File: config.mk
export PLATFORM = sky130hd
export DESIGN_NAME = tone_sweep_ctrl
export DESIGN_NICKNAME = d
export VERILOG_FILES = /design/src/rtl/tone_sweep_ctrl.sv
export SDC_FILE = /design/constraint.sdc
export NUM_CORES = 1
export LEC_CHECK = 0
export BUFFER_PORTS_ARGS = -buffer_cell sky130_fd_sc_hd__buf_4
export CAP_MARGIN = 0
export CORE_ASPECT_RATIO = 0.6
export CORE_UTILIZATION = 40
export CTS_CLUSTER_SIZE = 24
export DETAILED_ROUTE_END_ITERATION = 6
export PLACE_DENSITY = 0.67
export RECOVER_POWER = 25
export SKIP_CTS_REPAIR_TIMING = 1
export SLEW_MARGIN = 20
export SYNTH_ARGS = -nofsm -noshare
export SYNTH_HDL_FRONTEND = slang
export SYNTH_SLANG_ARGS = --single-unit
File: constraint.sdc
create_clock -name clk -period 4.1 [get_ports clk]
set_input_delay 0.205 -clock clk [delete_from_list [all_inputs] [get_ports clk]]
set_output_delay 0.205 -clock clk [all_outputs]
set_load 0.01 [all_outputs]
File: src/rtl/tone_sweep_ctrl.sv
// rtl/tone_sweep_ctrl.sv - NCO tone sweep sequencer with framed FFT capture (optional TONE_SWEEP_LOOP_EN adds loop input)
`timescale 1ns/1ps

module tone_sweep_ctrl #(
  parameter int DEPTH     = 4,
  parameter int IDX_W     = 2,
  parameter int FRAME_LEN = 1024,
  parameter int SETTLE    = 16,
  parameter int CNT_W     = 11
) (
  input  logic             clk,
  input  logic             rst_n,
  input  logic             cfg_we,
  input  logic [IDX_W-1:0] cfg_addr,
  input  logic [31:0]      cfg_data,
  input  logic [IDX_W:0]   cfg_num,
  input  logic             start,
  input  logic             stop,
  input  logic             sample_valid,
  input  logic             fft_ready,
`ifdef TONE_SWEEP_LOOP_EN
  input  logic             loop,
`endif
  output logic [31:0]      phi_inc,
  output logic             nco_clken,
  output logic [IDX_W-1:0] tone_idx,
  output logic             frame_valid,
  output logic             frame_sop,
  output logic             frame_eop,
  output logic             busy,
  output logic             done
);

  localparam logic [2:0] S_IDLE     = 3'd0;
  localparam logic [2:0] S_LOAD     = 3'd1;
  localparam logic [2:0] S_SETTLE   = 3'd2;
  localparam logic [2:0] S_WAIT_RDY = 3'd3;
  localparam logic [2:0] S_CAPTURE  = 3'd4;
  localparam logic [2:0] S_NEXT     = 3'd5;
  localparam logic [2:0] S_DONE     = 3'd6;

  localparam logic [IDX_W:0]   DEPTH_N     = (IDX_W+1)'(DEPTH);
  localparam logic [CNT_W-1:0] SETTLE_LAST = CNT_W'(SETTLE - 1);
  localparam logic [CNT_W-1:0] FRAME_LAST  = CNT_W'(FRAME_LEN - 1);

  logic [2:0]       state;
  logic [CNT_W-1:0] cnt;
  logic [IDX_W:0]   num;
  logic [31:0]      tbl [DEPTH];

  logic             idle_like;
  logic [IDX_W:0]   num_clamped;
  logic [IDX_W:0]   num_last;
  logic             last_tone;
  logic             wrap_en;

  assign idle_like   = (state == S_IDLE) || (state == S_DONE);
  assign num_clamped = (cfg_num > DEPTH_N) ? DEPTH_N : cfg_num;
  assign num_last    = num - (IDX_W+1)'(1);
  assign last_tone   = ({1'b0, tone_idx} == num_last);

`ifdef TONE_SWEEP_LOOP_EN
  assign wrap_en = loop;
`else
  assign wrap_en = 1'b0;
`endif

  // Frame qualifiers are combinational so they line up with the NCO sample; stop kills them at once.
  assign frame_valid = (state == S_CAPTURE) && sample_valid && !stop;
  assign frame_sop   = frame_valid && (cnt == '0);
  assign frame_eop   = frame_valid && (cnt == FRAME_LAST);

  // Tone table: host writes only land while no sweep is running.
  always_ff @(posedge clk or negedge rst_n) begin
    if (!rst_n) begin
      for (int i = 0; i < DEPTH; i++) begin
        tbl[i] <= '0;
      end
    end else if (cfg_we && idle_like) begin
      tbl[cfg_addr] <= cfg_data;
    end
  end

  // Sweep sequencer: load tone, settle, wait for sink, capture one frame, advance.
  always_ff @(posedge clk or negedge rst_n) begin
    if (!rst_n) begin
      state     <= S_IDLE;
      cnt       <= '0;
      num       <= '0;
      tone_idx  <= '0;
      phi_inc   <= '0;
      nco_clken <= 1'b0;
      busy      <= 1'b0;
      done      <= 1'b0;
    end else begin
      done <= 1'b0;
      if (stop) begin
        // Abort from any state; phi_inc and tone_idx keep their last values.
        state     <= S_IDLE;
        busy      <= 1'b0;
        nco_clken <= 1'b0;
      end else begin
        case (state)
          S_IDLE, S_DONE: begin
            if (start) begin
              if (cfg_num != '0) begin
                num      <= num_clamped;
                tone_idx <= '0;
                state    <= S_LOAD;
              end else begin
                state <= S_DONE;
                done  <= 1'b1;
              end
            end
          end
          S_LOAD: begin
            phi_inc   <= tbl[tone_idx];
            nco_clken <= 1'b1;
            busy      <= 1'b1;
            cnt       <= '0;
            state     <= S_SETTLE;
          end
          S_SETTLE: begin
            if (cnt == SETTLE_LAST) begin
              state <= S_WAIT_RDY;
            end else begin
              cnt <= cnt + CNT_W'(1);
            end
          end
          S_WAIT_RDY: begin
            if (fft_ready) begin
              cnt   <= '0;
              state <= S_CAPTURE;
            end
          end
          S_CAPTURE: begin
            if (sample_valid) begin
              if (cnt == FRAME_LAST) begin
                state <= S_NEXT;
              end else begin
                cnt <= cnt + CNT_W'(1);
              end
            end
          end
          S_NEXT: begin
            if (last_tone) begin
              if (wrap_en) begin
                tone_idx <= '0;
                state    <= S_LOAD;
              end else begin
                state     <= S_DONE;
                done      <= 1'b1;
                busy      <= 1'b0;
                nco_clken <= 1'b0;
              end
            end else begin
              tone_idx <= tone_idx + IDX_W'(1);
              state    <= S_LOAD;
            end
          end
          default: begin
            state <= S_IDLE;
          end
        endcase
      end
    end
  end

endmodule

Word-level counts from Yosys, hierarchy flattened
Index checks and enable logic that the tools add are counted.
{"block": "op_classes", "addsub": 3, "order_cmp": 4, "eq_ne": 22, "muxes": 33, "bitwise_logic": 3, "n_reduce_logical": 21}
{"operator": "128-bit bitwise mux", "count": 1}
{"operator": "32-bit 2-to-1 mux", "count": 3}
{"operator": "32-bit binary-select mux with 2-bit select", "count": 1}
{"operator": "32-bit demux with 2-bit select", "count": 1}
{"operator": "11-bit 2-to-1 mux", "count": 4}
{"operator": "11-bit case mux with 4 select lines", "count": 1}
{"operator": "3-bit 2-to-1 mux", "count": 9}
{"operator": "3-bit case mux with 6 select lines", "count": 1}
{"operator": "3-bit != test, second input constant", "count": 5}
{"operator": "2-bit != test, second input constant", "count": 7}
{"operator": "11-bit by 1-bit adder with 11-bit output, second input constant", "count": 1}
{"operator": "11-bit by 10-bit == test with 1-bit output, second input constant", "count": 1}
{"operator": "11-bit by 4-bit == test with 1-bit output, second input constant", "count": 1}
{"operator": "11-bit zero test", "count": 1}
{"operator": "5-bit AND reduction", "count": 2}
{"operator": "3-bit == test, second input constant", "count": 3}
{"operator": "3-bit by 2-bit == test with 1-bit output, second input constant", "count": 2}
{"operator": "3-bit greater-or-equal comparator, second input constant", "count": 2}
{"operator": "1-bit logical AND", "count": 6}
{"operator": "1-bit 2-to-1 mux", "count": 6}
{"operator": "2-bit 2-to-1 mux", "count": 3}
{"operator": "2-bit inverter with 3-bit output", "count": 2}
{"operator": "6-bit AND reduction", "count": 1}
{"operator": "3-bit nonzero test", "count": 2}
{"operator": "other kinds (18)", "count": 20}
{"block": "word_totals", "ff_bits": 181, "inputBits": 44, "output_inout_bits": 40}

Depth between registers and ports, before layout
{"block": "depth", "word_depth": 6, "mapped_depth": 7, "ltp_nobuf": 7}

Worst setup path after synthesis
No wires, ideal clock.
{"block": "synth_path", "path_kind": "reg2reg", "start": "register cnt[0]", "end": "register cnt[8]", "setup_time_ps": 128, "arrival_ps": 1747, "slack_ps": 2225, "path_stages_with_launch": 8, "path_cell_list": "dfrtp_1 -> ha_1 -> nand4_1 -> or4_1 -> o211ai_2 -> nand2b_1 -> buf_4 -> o31ai_1"}
{"block": "synth_between", "elab_chain_cells": 4}
{"item": "start, declared", "line_no": "47", "source": "logic [CNT_W-1:0] cnt;"}
{"item": "start signal, assigned", "line_no": "127", "source": "cnt <= cnt + CNT_W'(1);"}
{"item": "start signal, assigned", "line_no": "141", "source": "cnt <= cnt + CNT_W'(1);"}
{"item": "11-bit by 1-bit adder with 11-bit output", "line_no": "127, 141"}
{"item": "11-bit 2-to-1 mux", "line_no": "138", "source": "if (cnt == FRAME_LAST) begin"}
{"item": "11-bit 2-to-1 mux", "line_no": "137", "source": "if (sample_valid) begin"}
{"item": "11-bit case mux with 4 select lines", "line_no": "103", "source": "case (state)"}
Several ways; a longest one is shown, not always the timed one. The select of a mux whose other input is x is not followed.
A chain may end at the register's enable or synchronous reset.

Worst setup path after layout
{"block": "layout_path", "start": "register state[1]", "end": "register tbl[9] (netlist name)"}
{"block": "layout_between", "elab_chain_cells": 3}
{"item": "start, declared", "line_no": "46", "source": "logic [2:0] state;"}
{"item": "start signal, assigned", "line_no": "87", "source": "state <= S_IDLE;"}
{"item": "start signal, assigned", "line_no": "99", "source": "state <= S_IDLE;"}
{"item": "start signal, assigned", "line_no": "109", "source": "state <= S_LOAD;"}
{"item": "3-bit == test or 3-bit zero test (tied branches)", "line_no": "57", "source": "assign idle_like = (state == S_IDLE) || (state == S_DONE);"}
{"item": "1-bit logical OR (*)", "line_no": "57"}
{"item": "1-bit logical AND (*)", "line_no": "79", "source": "end else if (cfg_we && idle_like) begin"}
{"item": "end signal, assigned by index", "line_no": "80", "source": "tbl[cfg_addr] <= cfg_data;"}
{"item": "end, declared", "line_no": "49", "source": "logic [31:0] tbl [DEPTH];"}
Every way passes the cells marked *; elsewhere a longest branch is shown, timed or not.

==> flow_summary_export.csv <==
group,metric,value,unit
run_status,status,"finished, final reports clean",
timing,min_period,2804,ps
timing,postLayoutSetupSlackWorst,1296,ps
placed_design,place.gp.congestion,0.8326,
clock_tree,h-tree-depth,4,
route,drc,0,
power_and_ir_drop,p_switching,2131,uW
flow_run,maxCapViolations,0,
power_and_ir_drop,p_per_area,739.1,nW/um^2
timing,fmax,356.7,MHz
logic_synthesis,synthTopCellsByArea,"dfrtp_1 (55%), mux2_2 (21%), mux4_2 (8.8%), buf_4 (1.3%), o21ai_0 (0.92%)",
global_routing,grt_pass1_vias,5335,
clock_tree,cts_buffers,17,
die,core_area,20020,sq um
logic_synthesis,yosysUniqueCellTypes,48,
power_and_ir_drop,power.leakage,0.003942,uW
die,dieArea,21000,sq um
layout,areaGrowthSynthToFinish,16.78,%
route,ant_nets,0,
placed_design,dp_hpwl,11710,um
timing,setup_viol,0,
route,via_per_inst,5.305,
power_and_ir_drop,power_frac_seq,44.7,%
layout,nFillCells,1758,
clock_tree,insertion_delay,440,ps
timing,hold_viol_final,0,
timing,period_share,68.38,%
global_routing,grtUsageTotal,18.24,%
logic_synthesis,synth_seq_area_share,55.49,%
power_and_ir_drop,pwr-share-clk,24.4,%
clock_tree,cts_root_buf,"clkbuf_16",
die,ios,84,
logic_synthesis,ys_dominant_reg_cell,"dfrtp_1",
route,drt-total-wl,17620,um
global_routing,grt_pass1_wl,29210,um
logic_synthesis,syn_area_per_cell,14.63,sq um
power_and_ir_drop,vdd_ir_drop_max,0.3519,mV
setup_path,crit_path_start_kind,"flip-flop",
logic_synthesis,netlist_area,8163,sq um
global_routing,gr-total-overflow,0,
clock_tree,clkTransAtPathRegs,70,ps
placed_design,io_buffers,83,
placed_design,place_ws,1275,ps
global_routing,grt_max_degree,118,
clock_tree,tritoncts,"built",
setup_path,endpoint_kind,"flip-flop",
setup_path,crit_required,4410,ps
logic_synthesis,synth_top_cell_area_share,55.49,%
die,fp.dieW,186.4,um
layout,mostFrequentLayoutCell,"dfrtp_1",
logic_synthesis,ys_ff_latch,181,
logic_synthesis,yosysWarnings,0,
timing,slew_headroom,29.57,%
timing,tightest_slew,1055,ps
layout,multi_input_area,3418,sq um
logic_synthesis,synth-edff-count,0,
die,start_util,40.78,%
timing,maxSlewViolCount,0,
logic_synthesis,syn_nets,605,
layout,seq_area,4532,sq um
global_routing,antenna_found_initial,0,
timing,tns,0,ps
layout,diodes,0,
logic_synthesis,yosysTopAreaCell,"dfrtp_1",
power_and_ir_drop,combinationalPowerShare,30.9,%
route,drtPass1Iterations,4,
layout,most-common-layout-cells,"dfrtp_1 (179), mux2_2 (155), buf_4 (57)",
die,die_h,112.7,um
timing,skew,7.955,ps
logic_synthesis,ys_async_sr_fraction,100.0,%
setup_path,criticalPathCategory,"flip-flop to flip-flop",
setup_path,crit_fanout,32,
route,drt_iter0_drc,352,
power_and_ir_drop,switching_share,30.25,%
die,rows,40,
placed_design,placed_area,9026,sq um
route,wl_per_cell,19.13,um
min_path,hold_path_class,"primary input to flip-flop",
setup_path,worstPathArrival,3120,ps
layout,fin_nets,682,
logic_synthesis,synthCells,558,
timing,rsz0062_at_grt,"false",
layout,stdcell_area,9533,sq um
layout,drive_above_1_share,44.75,%
power_and_ir_drop,internal_power,4915,uW
clock_tree,cts.sinks,181,
route,via_count,4886,
clock_tree,clk_path_buf_depth,2,
power_and_ir_drop,total_power,7046,uW
metal layers:
metal  GRT usage (%)  vias to the layer above  part of all wire, %
li1                -                     2200                    -
met1           25.18                     2555                   48
met2           27.84                      118                   47
met3           5.816                       13                  4.8
met4           4.793                        0                  1.0
met5               0                        -                    0
per-stage QoR:
step | std cells | hold WS, ps | util (%)
after floorplan | 558 | -90.59 | -
after global placement | 888 | 382.1 | 45.09
after detailed placement | 888 | 404.6 | 45.09
after CTS | 920 | -62.22 | 48.19
after global routing | 921 | 2.762 | 47.62
final | 921 | 11.32 | 47.62
path summary, 6_finish.rpt:
kind                       slack (ps)              endpoint            startpoint  depth (start not counted)
min in group asynchronous         470    cnt[7]$_DFFE_PN0P_                 rst_n                          2
max in group asynchronous        2550   tbl[50]$_DFFE_PN0P_                 rst_n                          3
setup / recovery                 1300    tbl[9]$_DFFE_PN0P_  state[1]$_DFFE_PN0P_                          4
hold reg to reg                   490  tbl[116]$_DFFE_PN0P_  tbl[116]$_DFFE_PN0P_                          1
hold / removal                     10  tbl[116]$_DFFE_PN0P_          cfg_data[20]                          2
setup reg to reg                 1300    tbl[9]$_DFFE_PN0P_  state[1]$_DFFE_PN0P_                          4
state kept, by name, indices dropped and copies added (netlist names):
register / count
state: 3
tone_idx: 2
num: 3
tbl: 128
busy: 1
phi_inc: 32
done: 1
cnt: 11
cell families (layout without fill, tap and decap cells):
group / count (synthesis) / in the layout / synth area share, %
AOI/OAI and AO/OA: 46 / 46 / 3.679
xor gates and xnor gates: 4 / 4 / 0.5213
adders and majority gates: 3 / 3 / 0.4599
buffers and inverters: 46 / 136 / 2.928
DFF: 181 / 181 / 55.49
muxes: 196 / 196 / 31.41
and+or+nand+nor: 82 / 82 / 5.518
area by class of cell:
cell class / count / area share (%)
inverters: 12 / 0.4725
well taps: 273 / 3.583
clock buffers: 19 / 4.751
flip-flops and latches: 181 / 47.54
clock inverters: 13 / 1.759
repair buffers: 92 / 6.038
multi-input cells: 331 / 35.86
critical path: stages (launching register included):
cell and delay (ps):
dfrtp_1 770, xnor2_2 200, and3b_1 270, nand3_2 820
mux2_2 600
synth_stat cells (2+ instances only):
library cell,n
inv_1,12
mux2i_1,3
dfrtp_1,181
o211ai_1,2
nand2_1,17
clkbuf_1,8
nand4_1,3
buf_4,14
nor3_1,8
nor3b_1,2
xor2_1,2
nor3b_4,2
mux4_2,32
nor2b_1,2
o21ai_0,15
nand3_1,11
o21ai_1,2
o22ai_1,2
o31ai_1,6
nor2_1,17
a21oi_1,6
nor2_2,2
or2_2,2
nand3b_1,4
nand2b_1,4
mux2_2,155
a211oi_1,3
ha_1,3
a31oi_1,3
mux2_1,6
or4_1,2
buf_2,11
power groups by stage:
stage                     logic [uW]  clock network, uW  registers [uW]
after floorplan                 1680                  0            3030
after global placement          2230                  0            3100
after detailed placement        2320                  0            3190
after CTS                       2330               1760            3160
after global routing            2380               1850            3260
final                           2180               1720            3150
No activity file was read; power rests on OpenSTA's default activity.
